$ cat src/rtl/and2_pattern_driver.sv
// rtl/and2_pattern_driver.sv - exhaustive pattern driver and checker for a 2-input AND gate
module and2_pattern_driver #(
    parameter int unsigned SETTLE = 4
) (
    input  logic       clk_i,
    input  logic       rst_i,
    input  logic       start_i,
    input  logic       l_i,
    output logic       sw0_o,
    output logic       sw1_o,
    output logic       busy_o,
    output logic       done_o,
    output logic       pass_o,
    output logic [2:0] errcnt_o,
    output logic [3:0] failmask_o
);

    typedef enum logic [1:0] {
        IDLE   = 2'd0,
        DRIVE  = 2'd1,
        SAMPLE = 2'd2,
        FINISH = 2'd3
    } state_t;

    localparam logic [3:0] CNT_LAST = 4'(SETTLE - 1);
    localparam logic [2:0] ERR_MAX  = 3'd4;

    state_t     state_q, state_d;
    logic [1:0] idx_q, idx_d;
    logic [3:0] cnt_q, cnt_d;
    logic       sw0_q, sw0_d;
    logic       sw1_q, sw1_d;
    logic       busy_q, busy_d;
    logic       done_q, done_d;
    logic       pass_q, pass_d;
    logic [2:0] errcnt_q, errcnt_d;
    logic [3:0] failmask_q, failmask_d;
    logic       l_meta_q, l_sync_q;
    logic       mismatch;
    logic [1:0] idx_next;

    // Two-flop synchronizer for the CUT output; L is asynchronous to clk_i
    always_ff @(posedge clk_i or posedge rst_i) begin
        if (rst_i) begin
            l_meta_q <= 1'b0;
            l_sync_q <= 1'b0;
        end else begin
            l_meta_q <= l_i;
            l_sync_q <= l_meta_q;
        end
    end

    // State and registered outputs
    always_ff @(posedge clk_i or posedge rst_i) begin
        if (rst_i) begin
            state_q    <= IDLE;
            idx_q      <= 2'd0;
            cnt_q      <= 4'd0;
            sw0_q      <= 1'b0;
            sw1_q      <= 1'b0;
            busy_q     <= 1'b0;
            done_q     <= 1'b0;
            pass_q     <= 1'b0;
            errcnt_q   <= 3'd0;
            failmask_q <= 4'd0;
        end else begin
            state_q    <= state_d;
            idx_q      <= idx_d;
            cnt_q      <= cnt_d;
            sw0_q      <= sw0_d;
            sw1_q      <= sw1_d;
            busy_q     <= busy_d;
            done_q     <= done_d;
            pass_q     <= pass_d;
            errcnt_q   <= errcnt_d;
            failmask_q <= failmask_d;
        end
    end

    // The synchronized L only ever feeds result bits, never a state transition
    assign mismatch = (l_sync_q != (sw0_q & sw1_q));
    assign idx_next = idx_q + 2'd1;

    // Next-state and next-output logic
    always_comb begin
        state_d    = state_q;
        idx_d      = idx_q;
        cnt_d      = cnt_q;
        sw0_d      = sw0_q;
        sw1_d      = sw1_q;
        busy_d     = busy_q;
        done_d     = done_q;
        pass_d     = pass_q;
        errcnt_d   = errcnt_q;
        failmask_d = failmask_q;

        case (state_q)
            IDLE, FINISH: begin
                if (start_i) begin
                    state_d    = DRIVE;
                    idx_d      = 2'd0;
                    cnt_d      = 4'd0;
                    sw0_d      = 1'b0;
                    sw1_d      = 1'b0;
                    busy_d     = 1'b1;
                    done_d     = 1'b0;
                    pass_d     = 1'b0;
                    errcnt_d   = 3'd0;
                    failmask_d = 4'd0;
                end
            end
            DRIVE: begin
                cnt_d = cnt_q + 4'd1;
                if (cnt_q == CNT_LAST) begin
                    state_d = SAMPLE;
                end
            end
            SAMPLE: begin
                if (mismatch) begin
                    failmask_d[idx_q] = 1'b1;
                    if (errcnt_q != ERR_MAX) begin
                        errcnt_d = errcnt_q + 3'd1;
                    end
                end
                if (idx_q != 2'd3) begin
                    state_d = DRIVE;
                    idx_d   = idx_next;
                    cnt_d   = 4'd0;
                    sw0_d   = idx_next[0];
                    sw1_d   = idx_next[1];
                end else begin
                    state_d = FINISH;
                    busy_d  = 1'b0;
                    done_d  = 1'b1;
                    pass_d  = (errcnt_d == 3'd0);
                    sw0_d   = 1'b0;
                    sw1_d   = 1'b0;
                end
            end
            default: state_d = IDLE;
        endcase
    end

    assign sw0_o      = sw0_q;
    assign sw1_o      = sw1_q;
    assign busy_o     = busy_q;
    assign done_o     = done_q;
    assign pass_o     = pass_q;
    assign errcnt_o   = errcnt_q;
    assign failmask_o = failmask_q;

endmodule

$ cat config.mk
export PLATFORM = sky130hd
export DESIGN_NAME = and2_pattern_driver
export DESIGN_NICKNAME = d
export VERILOG_FILES = /design/src/rtl/and2_pattern_driver.sv
export SDC_FILE = /design/constraint.sdc
export NUM_CORES = 1
export LEC_CHECK = 0
export CAP_MARGIN = 15
export CORE_AREA = 2 2 55 57
export DETAILED_ROUTE_END_ITERATION = 6
export DIE_AREA = 0 0 57 59
export PLACE_DENSITY = 0.67
export REMOVE_ABC_BUFFERS = 1
export SETUP_SLACK_MARGIN = 0.15
export SLEW_MARGIN = 30
export SYNTH_ARGS = -nofsm -noshare
export SYNTH_HDL_FRONTEND = slang
export SYNTH_SLANG_ARGS = --single-unit
export TNS_END_PERCENT = 5
$ cat constraint.sdc
create_clock -name clk_i -period 1.6 [get_ports clk_i]
set_input_delay 0.32 -clock clk_i [delete_from_list [all_inputs] [get_ports clk_i]]
set_output_delay 0.32 -clock clk_i [all_outputs]
set_load 0.01 [all_outputs]
==> parameters.txt <==
Parameter                              Value

Status
  Status    complete, no violations

Power
  Internal power of the cells    0.00145 W
  Gate power share    54.4%
  PD cells    1390 mW/mm2
  Fraction of power spent switching nets    37.8%
  Clk network pwr share    12.9%
  Worst IR drop on VDD    0.996 mV
  Net switching power of the design    0.000879 W
  P_leak    roughly 0.94 nW
  Portion of total power attributed to sequential cells    32.7%

Setup path
  Slowest Stage Delay on Critical Path    0.43 ns
  Critical path, cell by cell    and3b_1 > or2_1 > o211a_1 > a31o_1
  Worst path arrival time    approximately 1.7 ns
  CP startpoint kind    flop
  Path depth of the worst reg2reg path    4
  Startpoint of the worst register-to-register path    sw1_o$_DFFE_PP0P_
  Required arrival time at the worst endpoint    1.81 ns
  Highest-delay cell along the critical path    sky130_fd_sc_hd__dfrtp_1
  Maximum fanout count along the critical path    6
  Endpoint class of the critical path    flop
  Reg-to-reg endpoint    pass_o$_DFFE_PP0P_
  Setup slack of the most critical reg-to-reg path    0.11 ns
  Critical path class    flop to flop

Cells and area
  Final standard cell count with taps included and fillers excluded    between 150 and 200
  Fillcell total    245
  Most used cells in the layout excluding fill and tap cells    sky130_fd_sc_hd__dfrtp_1, sky130_fd_sc_hd__buf_4, sky130_fd_sc_hd__nand2_1
  Final Util    around three fifths
  Antenna Diode Count    0
  NumNets Final    172
  Post-layout instance area    about 0.0017 mm2
  Leading cell type in the layout, fill and taps excluded    sky130_fd_sc_hd__dfrtp_1
  Area growth, synth to finish    40.8%
  Fraction of layout instances using a drive strength above 1    27.4%

Placement
  Count of input and output buffers    15
  HPWL reported at the end of detailed placement    1770 um
  Post-Place Setup Slack    -0.0262 ns
  Area of placed instances    around 0.0015 mm2
  Final weighted congestion of routability-driven global placement    0.728
  Total placed cells including tap cells    180

Detailed routing
  Starting DRT DRC Count    22
  Number of nets with antenna violations after routing    0
  Number of iterations in the first detailed-routing pass    4
  Final routed DRC violation total    0
  Routed len/inst    13.4 um
  Routed vias    1004
  Vias per cell    5.34
  Total detailed-routing wirelength    2530 um

Die
  Floorplan row count    19
  Initial Utilization    43.8%
  Die Outline Area    0.00336 mm2
  Ports placed on the boundary    16
  Overall die width    57 um
  Vertical die dimension    roughly 59 um
  Core Region    about 0.0027 mm2

Yosys
  Ys Warns    0
  Distinct cell type count after synthesis    33
  Share of the yosys chip area belonging to registers    46.4%
  Average footprint of a synthesized cell    between 9 and 10 um2
  Flop and latch count out of synthesis    22
  Synth Instances    123
  Area of the mapped netlist    0.00119 mm2

Timing
  Highest attainable clock frequency    671 MHz
  Fin Clk Skew    0.00570 ns
  RSZ-0062 raised after global routing    yes
  Min cycle time layout    around 1.5 ns
  Crit share post-route    93.1%
  Tightest slew margin relative to the limit    80.7%
  Final setup violation count    0
  Hold Vio Cnt, Final    0
  Slew at the pin with the worst max-slew slack    ~0.29 ns
  Setup tns final    0 ns
  Final Max Tran Viols    0
  Minimum setup slack in the final design    0.110 ns

Run
  Number of maximum-capacitance constraint violations    0

Global routing
  Total routing resource utilization after global routing    16.1%
  Global route overflow    0
  Global-route wire length before repair    4240 um
  Initial antenna violation count    0
  Number of global-route vias before repair    1012
  Maximum number of pins on one net before global-route repair    23

Clock tree
  Number of buffers created by CTS    3
  Buffer levels on the longest clock path    2
  H-Tree Level Count    1
  CTS clk-pin slew, worst paths    0.12 ns
  CTS tree    done
  TritonCTS Sinks    22
  Latest clock arrival within the worst-skew pair    0.30 ns
  Buffer cell driving the clock tree root    sky130_fd_sc_hd__clkbuf_4

Worst hold path
  Class of the worst hold path    input pin to async pin
sequential cells by signal (all words and copies together) (netlist names):
| signal | count |
|---|---|
| cnt_q | 4 |
| failmask_o | 4 |
| errcnt_o | 3 |
| idx_q | 2 |
| state_q | 2 |
| busy_o | 1 |
| done_o | 1 |
| l_meta_q | 1 |
| l_sync_q | 1 |
| pass_o | 1 |
| sw0_o | 1 |
| sw1_o | 1 |
cell type report:
class | count | area, um2 | area share [%]
clock buffers | 4 | 36.3 | 2.17
repair buffers | 33 | 319 | 19.1
multi-input cells | 89 | 691 | 41.3
flip-flops and latches | 22 | 553 | 33.1
well taps | 31 | 38.8 | 2.32
inverters | 9 | 33.8 | 2.02
metal layers:
layer  vias to the layer above  global-route usage [%]  part of all wire, %
li1                        499                       -                    -
met1                       486                    20.2                   47
met2                        17                    28.6                   49
met3                         2                    1.97                  3.2
met4                         0                    5.98                 0.75
met5                         -                       0                    0
synth_stat cells:
library cell / n / area (um2)
sky130_fd_sc_hd__a21boi_0: 1 / 7.51
sky130_fd_sc_hd__a21o_1: 1 / 7.51
sky130_fd_sc_hd__a21oi_1: 7 / 35.0
sky130_fd_sc_hd__a221o_1: 1 / 10.0
sky130_fd_sc_hd__a22o_1: 2 / 17.5
sky130_fd_sc_hd__a22oi_1: 1 / 7.51
sky130_fd_sc_hd__a2bb2oi_1: 1 / 8.76
sky130_fd_sc_hd__a31o_1: 1 / 8.76
sky130_fd_sc_hd__a31oi_1: 4 / 25.0
sky130_fd_sc_hd__a32o_1: 2 / 20.0
sky130_fd_sc_hd__and2_0: 1 / 6.26
sky130_fd_sc_hd__and3b_1: 1 / 8.76
sky130_fd_sc_hd__buf_2: 2 / 10.0
sky130_fd_sc_hd__clkbuf_1: 1 / 3.75
sky130_fd_sc_hd__dfrtp_1: 22 / 551
sky130_fd_sc_hd__ha_1: 10 / 125
sky130_fd_sc_hd__inv_1: 9 / 33.8
sky130_fd_sc_hd__mux2_2: 1 / 11.3
sky130_fd_sc_hd__mux2i_1: 3 / 30.0
sky130_fd_sc_hd__nand2_1: 17 / 63.8
sky130_fd_sc_hd__nand2b_1: 3 / 18.8
sky130_fd_sc_hd__nand3_1: 1 / 5.00
sky130_fd_sc_hd__nand3b_1: 1 / 7.51
sky130_fd_sc_hd__nand4_1: 1 / 6.26
sky130_fd_sc_hd__nor2_1: 8 / 30.0
sky130_fd_sc_hd__nor2b_1: 2 / 12.5
sky130_fd_sc_hd__o211a_1: 1 / 10.0
sky130_fd_sc_hd__o21a_1: 2 / 15.0
sky130_fd_sc_hd__o21ai_0: 11 / 55.1
sky130_fd_sc_hd__o22ai_1: 1 / 6.26
sky130_fd_sc_hd__or2_1: 2 / 12.5
sky130_fd_sc_hd__or3b_2: 1 / 8.76
sky130_fd_sc_hd__xnor2_1: 1 / 8.76
worst max-delay path by stage:
stage	startpoint	end	slack [ns]	cells past startpoint
floorplan	state_q[0]$_DFFE_PP0P_	pass_o$_DFFE_PP0P_	-0.13	6
global placement	start_i	pass_o$_DFFE_PP0P_	0.0004	5
detailed placement	start_i	pass_o$_DFFE_PP0P_	-0.03	5
CTS	sw1_o$_DFFE_PP0P_	sw1_o	0.02	1
global route	state_q[1]$_DFFE_PP0P_	pass_o$_DFFE_PP0P_	0.04	5
finish	sw1_o$_DFFE_PP0P_	pass_o$_DFFE_PP0P_	0.11	4
metrics by stage:
step / hold WS [ns] / power [W]
floorplan: 0.309 / 0.00134
global placement: 0.331 / 0.00171
detailed placement: 0.336 / 0.00175
CTS: 0.346 / 0.00213
global route: 0.357 / 0.00253
finish: 0.341 / 0.00233
worst max-delay path, delay by kind of cell (launching register included):
kind	cells	cell delay [ns]
DFF	1	0.43
and+or+nand+nor	2	0.53
AOI/OAI and AO/OA	2	0.43
kinds of logic (layout without fill, tap and decap cells):
family	count (synthesis)	count (layout)	share of synthesized area, %
simple gates	38	38	15.2
flops	22	22	46.4
fa+ha+maj	10	10	10.5
compound gates	36	36	19.7
xor+xnor	1	1	0.738
mux	4	4	3.48
buf+inv	12	46	4.00
power groups by stage:
stage / Clock [W] / Sequential [W] / Combinational [W]
2_1_floorplan: 0 / 0.000763 / 0.000574
6_report: 0.000300 / 0.000760 / 0.00127
3_5_place_dp: 0 / 0.000757 / 0.000991
5_1_grt: 0.000345 / 0.000774 / 0.00141
3_3_place_gp: 0 / 0.000754 / 0.000958
4_1_cts: 0.000318 / 0.000745 / 0.00107
what timing repair did:
| action | 4_1_cts | 5_1_grt |
|---|---|---|
| pin swaps | 0 | 11 |
| hold buffers | 0 | 0 |
| gates cloned | 0 | 0 |
| setup buffers | 3 | 1 |
| gates resized for setup | 4 | 39 |
| endpoints found under the setup margin | 32 | 31 |
Power figures use the tool's default switching activity.
